<file path="src/rtl/pipeline_pkg.sv">
// Shared pipeline definitions: opcode map, datapath widths and the memory-stage FSM encoding.
// Small opcode classifiers keep the decode in the stage readable.
package pipeline_pkg;

  localparam int REG_W  = 5;
  localparam int DATA_W = 32;

  localparam logic [6:0] OP_ADD = 7'h00;
  localparam logic [6:0] OP_SUB = 7'h01;
  localparam logic [6:0] OP_MUL = 7'h02;
  localparam logic [6:0] OP_LDW = 7'h10;
  localparam logic [6:0] OP_LDB = 7'h11;
  localparam logic [6:0] OP_STW = 7'h12;
  localparam logic [6:0] OP_STB = 7'h13;
  localparam logic [6:0] OP_NOP = 7'h3F;

  typedef enum logic [1:0] {
    ST_IDLE = 2'd0,
    ST_REQ  = 2'd1,
    ST_WAIT = 2'd2
  } mem_state_e;

  function automatic logic is_alu_op(input logic [6:0] op);
    return (op == OP_ADD) || (op == OP_SUB) || (op == OP_MUL);
  endfunction

  function automatic logic is_load_op(input logic [6:0] op);
    return (op == OP_LDW) || (op == OP_LDB);
  endfunction

  function automatic logic is_mem_op(input logic [6:0] op);
    return is_load_op(op) || (op == OP_STW) || (op == OP_STB);
  endfunction

  function automatic logic is_byte_op(input logic [6:0] op);
    return (op == OP_LDB) || (op == OP_STB);
  endfunction

endpackage

</file>
<file path="src/rtl/mem_lane_align.sv">
// Byte-lane steering between the 32-bit data bus and byte/word accesses:
// store byte enables and data replication, and zero-extended load lane extraction.
module mem_lane_align
  import pipeline_pkg::*;
(
  input  logic              is_byte,
  input  logic [1:0]        lane,
  input  logic [DATA_W-1:0] store_data,
  input  logic [DATA_W-1:0] rdata,
  output logic [3:0]        be,
  output logic [DATA_W-1:0] wdata,
  output logic [DATA_W-1:0] load_data
);

  always_comb begin
    // NOTE: every output gets a value before any branch so no latch is inferred.
    be        = 4'hF;
    wdata     = store_data;
    load_data = rdata;
    if (is_byte) begin
      be        = 4'b0001 << lane;
      wdata     = {4{store_data[7:0]}};
      load_data = {24'h0, rdata[8*lane +: 8]};
    end
  end

endmodule

</file>
<file path="src/rtl/memory_access_stage.sv">
// Memory stage: registers ALU results for writeback, runs load/store accesses over a
// req/gnt/rvalid handshake with a timeout, and stalls upstream while an access is open.
module memory_access_stage
  import pipeline_pkg::*;
#(
  parameter int unsigned TIMEOUT = 255
) (
  input  logic              clk,
  input  logic              rst_n,
  input  logic              ex_valid,
  input  logic [6:0]        ex_opcode,
  input  logic [DATA_W-1:0] ex_result,
  input  logic [REG_W-1:0]  ex_dst,
  input  logic [DATA_W-1:0] ex_store_data,
  output logic              dmem_req,
  output logic              dmem_we,
  output logic [DATA_W-1:0] dmem_addr,
  output logic [3:0]        dmem_be,
  output logic [DATA_W-1:0] dmem_wdata,
  input  logic              dmem_gnt,
  input  logic              dmem_rvalid,
  input  logic [DATA_W-1:0] dmem_rdata,
  output logic              stall,
  output logic              wb_valid,
  output logic [REG_W-1:0]  wb_dst,
  output logic [DATA_W-1:0] wb_data,
  output logic [REG_W-1:0]  bp_reg_mem,
  output logic [DATA_W-1:0] bp_data_mem,
  output logic              mem_err
);

  mem_state_e        state_q, state_d;
  logic [7:0]        cnt_q, cnt_d;
  logic              req_q, req_d, we_q, we_d;
  logic [DATA_W-1:0] addr_q, addr_d, wdata_q, wdata_d;
  logic [3:0]        be_q, be_d;
  logic [REG_W-1:0]  ld_dst_q, ld_dst_d;
  logic              ld_byte_q, ld_byte_d;
  logic [1:0]        lane_q, lane_d;
  logic              wb_valid_q, wb_valid_d;
  logic [REG_W-1:0]  wb_dst_q, wb_dst_d;
  logic [DATA_W-1:0] wb_data_q, wb_data_d;
  logic              mem_err_q, mem_err_d;

  logic              idle, mem_op, misaligned, accept, timeout_hit, load_done, leave;
  logic              align_byte;
  logic [1:0]        align_lane;
  logic [3:0]        al_be;
  logic [DATA_W-1:0] al_wdata, al_load;

  assign idle        = (state_q == ST_IDLE);
  assign mem_op      = ex_valid && is_mem_op(ex_opcode);
  assign misaligned  = !is_byte_op(ex_opcode) && (ex_result[1:0] != 2'b00);
  assign accept      = idle && mem_op && !misaligned;
  assign timeout_hit = (cnt_q == 8'(TIMEOUT - 1));
  assign load_done   = (state_q == ST_REQ && dmem_gnt && !we_q && dmem_rvalid) ||
                       (state_q == ST_WAIT && dmem_rvalid);

  // One aligner serves both directions: in IDLE it shapes the incoming store,
  // while busy it extracts the lane of the load that is in flight.
  assign align_byte = idle ? is_byte_op(ex_opcode) : ld_byte_q;
  assign align_lane = idle ? ex_result[1:0] : lane_q;

  mem_lane_align u_align (
    .is_byte    (align_byte),
    .lane       (align_lane),
    .store_data (ex_store_data),
    .rdata      (dmem_rdata),
    .be         (al_be),
    .wdata      (al_wdata),
    .load_data  (al_load)
  );

  always_comb begin
    state_d    = state_q;
    req_d      = req_q;
    we_d       = we_q;
    addr_d     = addr_q;
    be_d       = be_q;
    wdata_d    = wdata_q;
    ld_dst_d   = ld_dst_q;
    ld_byte_d  = ld_byte_q;
    lane_d     = lane_q;
    wb_valid_d = 1'b0;
    wb_dst_d   = wb_dst_q;
    wb_data_d  = wb_data_q;
    mem_err_d  = mem_err_q;
    leave      = 1'b0;

    case (state_q)
      ST_IDLE: begin
        if (ex_valid && is_alu_op(ex_opcode) && ex_dst != '0) begin
          wb_valid_d = 1'b1;
          wb_dst_d   = ex_dst;
          wb_data_d  = ex_result;
        end else if (mem_op && misaligned) begin
          mem_err_d = 1'b1;
        end else if (accept) begin
          state_d   = ST_REQ;
          req_d     = 1'b1;
          we_d      = !is_load_op(ex_opcode);
          addr_d    = {ex_result[DATA_W-1:2], 2'b00};
          be_d      = al_be;
          wdata_d   = al_wdata;
          ld_dst_d  = ex_dst;
          ld_byte_d = is_byte_op(ex_opcode);
          lane_d    = ex_result[1:0];
        end
      end
      ST_REQ: begin
        if (dmem_gnt) begin
          req_d = 1'b0;
          if (we_q || dmem_rvalid) begin
            state_d = ST_IDLE;
            leave   = 1'b1;
          end else begin
            state_d = ST_WAIT;
          end
        end else if (timeout_hit) begin
          req_d     = 1'b0;
          state_d   = ST_IDLE;
          mem_err_d = 1'b1;
          leave     = 1'b1;
        end
      end
      ST_WAIT: begin
        if (dmem_rvalid) begin
          state_d = ST_IDLE;
          leave   = 1'b1;
        end else if (timeout_hit) begin
          state_d   = ST_IDLE;
          mem_err_d = 1'b1;
          leave     = 1'b1;
        end
      end
      default: state_d = ST_IDLE;
    endcase

    if (load_done) begin
      wb_valid_d = (ld_dst_q != '0);
      wb_dst_d   = ld_dst_q;
      wb_data_d  = al_load;
    end

    cnt_d = (idle || state_d != state_q) ? 8'd0 : cnt_q + 8'd1;
  end

  always_ff @(posedge clk or negedge rst_n) begin
    if (!rst_n) begin
      state_q    <= ST_IDLE;
      cnt_q      <= '0;
      req_q      <= 1'b0;
      we_q       <= 1'b0;
      addr_q     <= '0;
      be_q       <= '0;
      wdata_q    <= '0;
      ld_dst_q   <= '0;
      ld_byte_q  <= 1'b0;
      lane_q     <= '0;
      wb_valid_q <= 1'b0;
      wb_dst_q   <= '0;
      wb_data_q  <= '0;
      mem_err_q  <= 1'b0;
    end else begin
      // NOTE: non-blocking updates so every flop samples the pre-edge values.
      state_q    <= state_d;
      cnt_q      <= cnt_d;
      req_q      <= req_d;
      we_q       <= we_d;
      addr_q     <= addr_d;
      be_q       <= be_d;
      wdata_q    <= wdata_d;
      ld_dst_q   <= ld_dst_d;
      ld_byte_q  <= ld_byte_d;
      lane_q     <= lane_d;
      wb_valid_q <= wb_valid_d;
      wb_dst_q   <= wb_dst_d;
      wb_data_q  <= wb_data_d;
      mem_err_q  <= mem_err_d;
    end
  end

  // Stall releases in the completing cycle so upstream advances on the same edge we return to IDLE.
  assign stall       = (!idle && !leave) || accept;
  assign dmem_req    = req_q;
  assign dmem_we     = we_q;
  assign dmem_addr   = addr_q;
  assign dmem_be     = be_q;
  assign dmem_wdata  = wdata_q;
  assign wb_valid    = wb_valid_q;
  assign wb_dst      = wb_dst_q;
  assign wb_data     = wb_data_q;
  assign bp_reg_mem  = wb_valid_q ? wb_dst_q  : '0;
  assign bp_data_mem = wb_valid_q ? wb_data_q : '0;
  assign mem_err     = mem_err_q;

endmodule

</file>
<file path="config.mk">
export PLATFORM = sky130hd
export DESIGN_NAME = memory_access_stage
export DESIGN_NICKNAME = d
export VERILOG_FILES = /design/src/rtl/pipeline_pkg.sv /design/src/rtl/mem_lane_align.sv /design/src/rtl/memory_access_stage.sv
export SDC_FILE = /design/constraint.sdc
export NUM_CORES = 1
export LEC_CHECK = 0
export BUFFER_PORTS_ARGS = -buffer_cell sky130_fd_sc_hd__buf_2
export CAP_MARGIN = 20
export CORE_ASPECT_RATIO = 1.75
export CORE_MARGIN = 2
export CORE_UTILIZATION = 45
export DETAILED_ROUTE_END_ITERATION = 8
export HOLD_SLACK_MARGIN = 0.06
export PLACE_DENSITY = 0.82
export SLEW_MARGIN = 10
export SYNTH_ARGS = -nofsm -noshare
export SYNTH_HDL_FRONTEND = slang
export SYNTH_HIERARCHICAL = 1
export SYNTH_SLANG_ARGS = --single-unit
</file>
<file path="constraint.sdc">
create_clock -name clk -period 2.4 [get_ports clk]
set_input_delay 0.48 -clock clk [delete_from_list [all_inputs] [get_ports clk]]
set_output_delay 0.48 -clock clk [all_outputs]
set_load 0.05 [all_outputs]
</file>
==> out/qor.yml <==
cts:
  insertion_delay_ns: 0.40
  cts_sinks: 125
  htreeDepth: 4
  cts-hold-fix-buffers: 0
  cts_buffer_depth: 2
  cts_root_buffer: "clkbuf_16"
  cts_buffers: 17
  cts_tree: "done"
  cts.clk_slew.worst_paths_ns: 0.06
pwr:
  peakVddDrop_mv: 0.706
  internal_power_uw: 5880
  clkPwrFrac_pct: 24.0
  power_frac_comb_pct: 46.8
  seq_power_share_pct: 29.2
  switching_share_pct: 47.2
  p_per_area_mw_per_mm2: 1270
  total_power_uw: 11100
  leakage_uw: 0.00443
  p_sw_uw: 5260
critical_path:
  startpoint: "state_q[0]"
  crit_chain: "inv_2 > ha_4 > a21o_1 > a32oi_1 > a21boi_1 > o21ai_2 > buf_6"
  max_stage_delay_ns: 0.44
  arrival_ns: 1.84
  crit_slowest_cell: "dfrtp_1"
  start_kind: "flip-flop"
  worst-path-max-fanout: 5
  critical_path_buf_inv_count: 2
  critPathRequiredTime_ns: 1.92
  worstSetupPathType: "flip-flop to primary output"
  path_delay_family: "compound AO/OA/AOI/OAI gates"
  endpoint_kind: "primary output"
  r2r_start: "state_q[0]"
synthesis:
  synth_top_area_share_pct: 47.2
  synth_compound_area_share_pct: 13.9
  synth_edf_count: 0
  synth_area_mm2: 0.00663
  synth_area_leaders: "dfrtp_1, mux2_2, o21ai_0"
  yosysSeqAreaShare_pct: 47.2
  yosysTopAreaCell: "dfrtp_1"
  syn_inst: 663
  ys_types: 46
  syn_area_per_cell_um2: 9.99
  synth_common_cells: "dfrtp_1, mux2_2, o21ai_0"
  async_reset_ff_share_pct: 100
  yosys.area_share.simple_pct: 16.2
  synthMuxAreaShare_pct: 14.1
  synthAdderAreaFrac_pct: 1.13
  ys_ff_latch: 125
  synth_top_family_by_area: "simple AND/OR/NAND/NOR gates"
  synth_ff_type: "dfrtp_1"
  synth.most_common_cell: "dfrtp_1"
  synth_xor_area_share_pct: 0.793
  synth_warnings: 6
global_route:
  grt_pass1_wl_um: 30200
  grt_usage_pct: 25.2
  grt_antenna_before_repair: 0
  first_global_vias: 5809
  grt_overflow: 0
  grt_start_max_net_pins: 126
drt:
  drc_errors: 0
  drt_pass1_iterations: 4
  drt-initial-drc-count: 342
  drtAntennaViolNets: 0
  via_count: 5930
  viasPerCell: 5.40
  wl_per_cell_um: 18.3
  wl_um: 20000
cells_and_area:
  ff_latch_area_mm2: 0.00313
  fin_util_pct: 60.8
  multiInputGateArea_mm2: 0.00312
  fillers: 1268
  drive_above_1_share_pct: 45.0
  diodes: 0
  syn2layout_area_growth_pct: 32.0
  nets: 1024
timing:
  fin_crit_sh_pct: 96.5
  holdWs_ns: 0.127
  period_minus_slack_ns: 2.32
  slew_headroom_pct: 52.1
  max_freq_mhz: 432
  fin_skew_ns: 0.00746
  finalMaxSlewViolations: 0
  setup_viol: 0
  hold_viol: 0
  worst_slew_pin_slew_ns: 0.719
placed_design:
  portBuffers: 257
  dp.final_hpwl_um: 14300
  routabilityCongestion: 0.890
die:
  die_w_um: 95.7
  dieArea_mm2: 0.0157
  coreArea_mm2: 0.0144
  start_util_pct: 46.1
  io_pins: 260
  row_count: 58
  fp.dieH_um: 165
worst_hold_path:
  worst_hold_path_type: "input port to asynchronous set/reset pin"
flow_run:
  max_cap_violations: 0
status:
  status: "completed"
==> worst reg2reg max path: cells and delay by family, from the launching register on <==
kind	cells	cell delay, ns
AND/OR/NAND/NOR	2	0.16
flip-flops	1	0.44
multiplexers	1	0.47
adder cells (fa/ha/maj)	1	0.27
buffers and inverters	2	0.38
AO/OA/AOI/OAI	3	0.40
==> placed cells by master, fill, tap and decap left out, types with 2 or more instances in the layout <==
cell type     n
o21ai_1       2
a211oi_1      9
nor2_1       46
nand3_1      37
dfrtp_1     125
nor2b_1      27
inv_6         2
nand3b_1      8
clkinvlp_4    3
and2_1       39
a31oi_1      38
o21ai_4       2
mux2_2       83
xor2_1        3
buf_12        6
o21ai_0      69
nand2_1      26
nor4_4        2
o21ai_2       8
xnor2_1       3
clkbuf_8      2
clkbuf_16    17
nor3_1        3
a21oi_1      10
o22ai_1       8
ha_4          2
nand2b_1      2
ha_1          4
inv_1        27
conb_1        2
inv_2         2
buf_2       255
clkinv_4      3
a221oi_1      2
bufinv_16     3
buf_4        17
==> path summary, 6_finish.rpt <==
kind                                 end  cells past startpoint  slack (ns)
max reg2reg                   wb_data[0]                      9        0.20
max                                stall                      7        0.08
min in group clk           dmem_addr[19]                      2        0.33
min reg2reg                      mem_err                      1        0.47
min                        dmem_addr[17]                      2        0.13
max in group asynchronous    wb_data[11]                      2        1.70
==> cell type report <==
cell class | instances | area share, %
flip-flops and latches | 125 | 35.8
multi-input cells | 452 | 35.7
repair buffers | 279 | 17.6
clock buffers | 20 | 5.22
well taps | 180 | 2.58
clock inverters | 12 | 1.85
inverters | 30 | 1.29
==> routing by layer <==
metal  GRT usage [%]  routed length [um]
met5               0                   0
met4            10.3                 636
met3            5.52                1290
met2            44.5               10600
met1            28.8                7530
==> through the flow <==
stage	area, um^2	setup TNS (ns)	setup WS, ns	instances
finish	8740	0	0.0834	1098
global route	8740	-0.00213	-0.00213	1098
floorplan	6630	0	0.0311	664
CTS	8710	0	0.0125	1096
global placement	8070	0	0.249	1063
detailed placement	8070	0	0.218	1063
==> registers in the layout, summed over array words and instances (netlist names) <==
name,flops
cnt_q,8
dmem_addr,30
dmem_be,4
dmem_req,1
dmem_wdata,32
dmem_we,1
lane_q,2
ld_byte_q,1
ld_dst_q,5
mem_err,1
state_q,2
wb_data,32
wb_dst,5
wb_valid,1
==> power by group through the flow <==
stage | registers [uW] | logic (uW) | clock network (uW)
after floorplan | 5300 | 1730 | 0
after global placement | 3250 | 5060 | 0
after detailed placement | 3270 | 5130 | 0
after CTS | 3240 | 5190 | 2720
after global routing | 3330 | 5510 | 2820
final | 3250 | 5210 | 2680
==> cell families (layout without fill, tap and decap cells) <==
| logic type | count (synthesis) | in the layout |
|---|---|---|
| buf+inv | 87 | 341 |
| compound gates | 156 | 156 |
| mux | 83 | 83 |
| fa+ha+maj | 6 | 6 |
| flops | 125 | 125 |
| other cells | 1 | 2 |
| simple gates | 199 | 199 |
| xor+xnor | 6 | 6 |
==> timing repair <==
item / CTS / global route
setup buffers: 1 / 2
setup endpoints to repair: 1 / 1
gates resized for setup: 4 / 5
gates cloned: 0 / 0
pin swaps: 0 / 0
(Power assumes the default switching activity.)
